[config.mk]
export PLATFORM = sky130hd
export DESIGN_NAME = apb4_regbank_slave
export DESIGN_NICKNAME = d
export VERILOG_FILES = /design/src/rtl/apb4_regbank_slave.sv
export SDC_FILE = /design/constraint.sdc
export NUM_CORES = 1
export LEC_CHECK = 0
export BUFFER_PORTS_ARGS = -buffer_cell sky130_fd_sc_hd__buf_2
export CORE_AREA = 2 2 440 442
export CTS_BUF_LIST = sky130_fd_sc_hd__clkbuf_8
export DETAILED_ROUTE_END_ITERATION = 7
export DIE_AREA = 0 0 442 444
export GPL_TIMING_DRIVEN = 0
export PLACE_DENSITY = 0.3
export SLEW_MARGIN = 30
export SYNTH_ARGS = -nofsm -noshare
export SYNTH_HDL_FRONTEND = slang
export SYNTH_SLANG_ARGS = --single-unit
[constraint.sdc]
create_clock -name PCLK -period 2.55 [get_ports PCLK]
set_input_delay 0.1275 -clock PCLK [delete_from_list [all_inputs] [get_ports PCLK]]
set_output_delay 0.1275 -clock PCLK [all_outputs]
set_load 0.03 [all_outputs]
[src/rtl/apb4_regbank_slave.sv]
// APB4 completer with NREG-word register bank, byte strobes, read-only slots and PSLVERR decode.
// Latency: PREADY WAIT_CYC+1 cycles after the setup cycle; back-to-back transfers add no idle cycle.
module apb4_regbank_slave #(
  parameter int unsigned     DW       = 32,
  parameter int unsigned     AW       = 32,
  parameter int unsigned     NREG     = 16,
  parameter int unsigned     WAIT_CYC = 2,
  parameter logic [NREG-1:0] RO_MASK  = '0
) (
  input  logic               PCLK,
  input  logic               PRESETn,
  input  logic               PSEL,
  input  logic               PENABLE,
  input  logic               PWRITE,
  input  logic [AW-1:0]      PADDR,
  input  logic [DW-1:0]      PWDATA,
  input  logic [DW/8-1:0]    PSTRB,
  output logic               PREADY,
  output logic               PSLVERR,
  output logic [DW-1:0]      PRDATA,
  input  logic [NREG*DW-1:0] ro_data,
  output logic [NREG*DW-1:0] reg_q
);
  localparam int unsigned IW = $clog2(NREG);
  localparam int unsigned SW = DW / 8;

  typedef enum logic [1:0] {IDLE, SETUP, ACCESS} state_t;

  state_t          state_q, state_d, cur_state;
  logic [3:0]      cnt_q, cnt_d;
  logic            done;
  logic [AW-1:0]   addr_q;
  logic            write_q;
  logic [DW-1:0]   wdata_q;
  logic [SW-1:0]   strb_q;
  logic [DW-1:0]   regs_q [NREG];
  logic [IW-1:0]   idx;
  logic            in_range, ro_sel, err;
  logic [DW-1:0]   rd_sel;

  // The setup cycle is recognised combinationally so a new transfer can start right after PREADY.
  always_comb begin
    cur_state = state_q;
    state_d   = state_q;
    cnt_d     = cnt_q;
    done      = 1'b0;
    if (state_q == IDLE && PSEL && !PENABLE) cur_state = SETUP;
    case (cur_state)
      SETUP: begin
        state_d = ACCESS;
        cnt_d   = 4'(WAIT_CYC);
      end
      ACCESS: begin
        if (cnt_q == 4'd0) begin
          done    = 1'b1;
          state_d = IDLE;
        end else if (!PSEL) begin
          state_d = IDLE;
          cnt_d   = 4'd0;
        end else begin
          cnt_d   = cnt_q - 4'd1;
        end
      end
      default: state_d = IDLE;
    endcase
  end

  always_ff @(posedge PCLK or negedge PRESETn) begin
    if (!PRESETn) begin
      state_q <= IDLE;
      cnt_q   <= 4'd0;
    end else begin
      state_q <= state_d;
      cnt_q   <= cnt_d;
    end
  end

  always_ff @(posedge PCLK or negedge PRESETn) begin
    if (!PRESETn) begin
      addr_q  <= '0;
      write_q <= 1'b0;
      wdata_q <= '0;
      strb_q  <= '0;
    end else if (cur_state == SETUP) begin
      addr_q  <= PADDR;
      write_q <= PWRITE;
      wdata_q <= PWDATA;
      strb_q  <= PSTRB;
    end
  end

  // Decode: every address bit above the word index takes part in the range check.
  assign idx      = addr_q[2 +: IW];
  assign in_range = (addr_q >> 2) < AW'(NREG);

  always_comb begin
    rd_sel = '0;
    ro_sel = 1'b0;
    for (int i = 0; i < NREG; i++) begin
      if (idx == IW'(i)) begin
        ro_sel = RO_MASK[i];
        rd_sel = RO_MASK[i] ? ro_data[i*DW +: DW] : regs_q[i];
      end
    end
  end

  assign err = (addr_q[1:0] != 2'b00) || !in_range || (write_q && ro_sel);

  always_ff @(posedge PCLK or negedge PRESETn) begin
    if (!PRESETn) begin
      for (int i = 0; i < NREG; i++) regs_q[i] <= '0;
    end else if (done && write_q && !err) begin
      for (int i = 0; i < NREG; i++) begin
        if (idx == IW'(i)) begin
          for (int b = 0; b < SW; b++) begin
            if (strb_q[b]) regs_q[i][b*8 +: 8] <= wdata_q[b*8 +: 8];
          end
        end
      end
    end
  end

  assign PREADY  = done;
  assign PSLVERR = done && err;
  assign PRDATA  = (done && !write_q && !err) ? rd_sel : '0;

  for (genvar i = 0; i < NREG; i++) begin : g_reg_q
    assign reg_q[i*DW +: DW] = RO_MASK[i] ? '0 : regs_q[i];
  end
endmodule
# Yosys cells after proc, flatten, opt, wreduce, memory -nomap -nowiden
# Index checks and enable logic that the tools add are counted.
# W data, S select, Z words.
# op_classes
n_lt_le_gt_ge	1
n_eq_ne	19
n_reduce_logical	82
n_mux	26
add_sub_neg	1
# op_table
operator	n
$mux W32	17
$reduce_and A3 Y1	64
$eq A4 B4 Y1 const B	8
$lt A30 B5 Y1 const B	1
$eq A4 B3 Y1 const B	4
$eq A4 B2 Y1 const B	2
$logic_not A4 Y1	2
$mux W4	2
$pmux W4 S2	1
$logic_and A1 B1 Y1	7
$mux W2	3
$eq A4 B1 Y1 const B	1
$logic_not A1 Y1	4
$pmux W2 S2	1
$reduce_bool A2 Y1	2
$sub A4 B1 Y4 const B	1
$ne A3 B3 Y1 const B	1
$eq A2 B1 Y1 const B	1
$eq A2 B2 Y1 const B	1
$logic_not A2 Y1	1
$mux W1	2
$ne A2 B2 Y1 const B	1
$reduce_and A2 Y1	1
$logic_or A1 B1 Y1	1
# word_totals
out_inout_bits	546
regBits	587

# Logic depth before layout (Yosys ltp)
# logic_depth
depth_word	18
depth_mapped	9
ltp_nobuf	7

# Worst setup path after synthesis
# OpenSTA, ideal clock, no wires.
# synth_path
kind	flip-flop to output port
startpoint	register cnt_q[0]
endpoint	output PRDATA[1]
path_stages_with_launch	8
slack_ns	-0.779
arrival_time_ns	3.201
path_buffers	1
required_time_ns	2.423
path_cell_list	dfrtp_1 > inv_1 > ha_1 > nand2b_1 > nor3b_2 > or3b_1 > clkbuf_1 > a2111oi_0
# synth_between
elab_chain_len	6
# synth_lines
item	line_no	source
start: declaration	30	logic [3:0] cnt_q, cnt_d;
start signal: assignment	74	cnt_q <= cnt_d;
$logic_not A4 Y1	54	if (cnt_q == 4'd0) begin
$mux W1	54	
$mux W1	48	case (cur_state)
named net PREADY	18	output logic PREADY,
$logic_and A1 B1 Y1 (2 in series)	125	assign PRDATA = (done && !write_q && !err) ? rd_sel : '0;
$mux W32	125	
end: declaration	20	output logic [DW-1:0] PRDATA,
# The timed path passes the listed nets, and every way through them passes these cells.

# Final worst setup path
# layout_path
startpoint	register addr_q[3]
endpoint	output PRDATA[23]
# layout_between
elab_chain_len	18
elab_cells_between_ends	38
# layout_lines
item	line_no	source
start: declaration	32	logic [AW-1:0] addr_q;
start signal: assignment	80	addr_q <= '0;
start signal: assignment	85	addr_q <= PADDR;
$logic_not A4 Y1	100	if (idx == IW'(i)) begin
$mux W32 (16 in series)	100	
$mux W32 (*)	125	
# Mark *: on every way between the ends. The rest lies on a longest branch, timed or not.

==> flow_summary.ini <==
[status]
outcome = finished with violations
violations = setup timing

[critical_path]
r2r_cells = 11
end_kind = primary output
r2r_slack_ps = -270
worst-path-max-fanout = 10
r2r_end = reg_q[140]
worst_setup_path_start_kind = flip-flop
crit_arrival_ps = 3740
timing.rr.start = addr_q[16]
worst-endpoint-required_ps = 2420
critical_path_class = flip-flop to primary output

[timing]
fin_ws_ps = -1310
holdWs_ps = 161
clock_skew_ps = 59.3
relSlewSlack_pct = 45.2
finalSetupViolCount = 525
period_needed_ps = 3860
tightest_slew_ps = 822
period_share_pct = 152
slew_violations = 0
totalNegativeSetupSlack_ps = -93620
fmax_ghz = 0.259
hold_viol = 0
rsz0062_at_grt = yes

[synth]
synth_edf_count = 0
ys_seq_area_share_pct = 53.3
synthTopCellsByArea = dfrtp_1 (53%), mux2_2 (22%), nand4_4 (3.4%), mux2_4 (3.1%), mux4_2 (2.4%)
syn_nets = 2554
yosysTopAreaCellShare_pct = 53.3
synth_area_sq_um = 27500
synthFlopType = dfrtp_1
async_reset_ff_share_pct = 100
syn_avg_cell_area_sq_um = 14.0
yosys_warnings = 0
synth_cells = 1968
synth-seq-cells = 586
ys_types = 62
yosys.area.top_type = dfrtp_1

[worst_hold_path]
hold_class = primary input to flip-flop
min_from = PSTRB[2]
hold_end = strb_q[2]
min_path_cells = 3

[floorplan]
io-pin-count = 1131
start_util_pct = 14.4
die_w_um = 442
num_rows = 161
die_h_um = 444
core_sq_um = 192000
die_area_sq_um = 196000

[clocking]
clk_pin_slew_ps = 70
cts_root_buf = clkbuf_8
cts_tree = built
clk_path_buf_depth = 3
numCtsBuffers = 132
htreeDepth = 4
clock_latency_ps = 880
clock_sinks = 586

[layout]
area_growth_pct = 54.4
fillers = 20600
drive_above_1_share_pct = 59.3
fin_nets = 3614
seq_area_sq_um = 14700
multi_input_area_sq_um = 13200
stdcell_area_sq_um = 42500

[placement]
gp_congestion = 0.757
place_ws_ps = -1910
hpwl_um = 141000
place_area_sq_um = 34900
numPortBuffers = 618

[grt]
grt_max_degree = 105
grt_pass1_wl_um = 249000
antenna_found_initial = 9
grt_overflow = 0
grt_usage_pct = 19.3
grt_pass1_vias = 23500

[routing]
drt_iter0_drc = 1490
via_count = 23000
drt_wl_total_um = 194000
first_pass_iters = 8
antenna_left = 0
routedWlPerCell_um = 34.3
drcViolationCount = 0
routed_via_density = 4.07

[power]
power_mw = 28.6
p_per_area_nw_per_um2 = 673
peakVddDrop_v = 0.000299
p_leak_nw = 20.9

[job]
maxCapViolCount = 0
==> timing repair <==
item,4_1_cts,5_1_grt
buffers inserted,121,17
gates cloned,9,0
hold buffers,152,0
endpoints found under the hold margin,405,0
pin swaps,23,12
resized for setup,357,75
setup endpoints to repair,563,537
==> worst max-delay path, cell delays in order (launching register included) <==
cell       delay (ps)
dfrtp_1           330
buf_2             240
nor2b_1           160
clkbuf_4          300
and3_2            290
buf_8             250
a221oi_1          120
and3_1            250
a2111oi_4         650
buf_4             270
==> cells by family (layout without fill, tap and decap cells) <==
logic type	after synthesis	after routing	share of synthesized area (%)
flops	586	586	53.3
mux	653	653	28.6
other cells	0	6	0
buf+inv	150	1303	2.65
xor+xnor	1	1	0.0318
fa+ha+maj	1	1	0.0455
simple gates	311	311	8.37
compound gates	266	266	7.00
==> state kept, by name (all words and copies together) (netlist names) <==
name,count
addr_q,32
strb_q,4
write_q,1
wdata_q,32
cnt_q,4
state_q,1
reg_q,512
==> metal layers <==
layer	track usage [%]	vias up	wire length (um)	share of wire [%]
met5	0	-	13	0.0067
met4	6.18	2	6450	3.3
met3	4.25	232	9930	5.1
met2	34.9	783	100000	52
met1	22.5	12400	77400	40
li1	-	9600	-	-
==> how the worst max path moves through the flow <==
stage | from | to | slack [ps] | cells after the start
floorplan | cnt_q[0] | PRDATA[12] | -160 | 8
global placement | PRESETn | addr_q[23] | -13850 | 1
detailed placement | addr_q[3] | PRDATA[31] | -1910 | 10
CTS | addr_q[5] | PRDATA[23] | -1480 | 7
global route | addr_q[5] | PRDATA[23] | -1450 | 8
finish | addr_q[3] | PRDATA[23] | -1310 | 9
==> synth_stat cells, types with 16 or more instances <==
cell,instances
o21ai_0,23
a22oi_1,53
nand2_1,33
nor4_1,20
mux2_4,56
nand2_2,16
nor3_1,20
buf_2,37
mux4_2,29
o22ai_1,40
dfrtp_1,586
nor2b_1,22
mux2_2,547
nor2_1,104
clkbuf_1,86
nand4_4,44
a21oi_1,54
==> per-stage QoR <==
step | util (%) | std cells
2_1_floorplan | - | 1968
3_3_place_gp | 17.8 | 5112
3_5_place_dp | 18.2 | 5140
4_1_cts | 22.1 | 5643
5_1_grt | 22.2 | 5652
6_report | 22.2 | 5653
==> layout make-up <==
class                   instances  area share (%)
flip-flops and latches        586            34.5
diodes                          6          0.0353
inverters                       5          0.0648
multi-input cells            1232            31.0
clock buffers                 152            4.92
well taps                    2526            7.44
plain buffers                 135            2.68
clock inverters                75           0.857
repair buffers                936            18.4
==> placed cells by master, fill, tap and decap left out, drive strengths merged, types with 6 or more instances in the layout <==
cell type,Yosys,layout
nor2,104,104
a22oi,53,53
nor4,20,20
a2111oi,8,8
clkbuf,87,231
and3,9,9
nor3,20,20
dlygate4sd3,0,151
nand3,7,7
buf,58,841
a221oi,13,13
mux2,615,615
mux2i,9,9
o21ai,23,23
inv,4,63
mux4,29,29
nand4,48,48
a22o,9,9
a21oi,54,54
dfrtp,586,586
a222oi,11,11
nand2b,11,11
o22ai,40,40
nand2,49,49
nor2b,22,22
o221ai,15,15
diode,0,6
o2bb2ai,12,12
a211oi,6,6
clkinv,1,12
==> where the power goes <==
part / switching (mW) / total (mW) / internal [mW]
Clock: 5.07 / 10.6 / 5.49
Combinational: 5.43 / 7.77 / 2.34
Sequential: 0.598 / 10.3 / 9.66
Power figures use the tool's default switching activity.
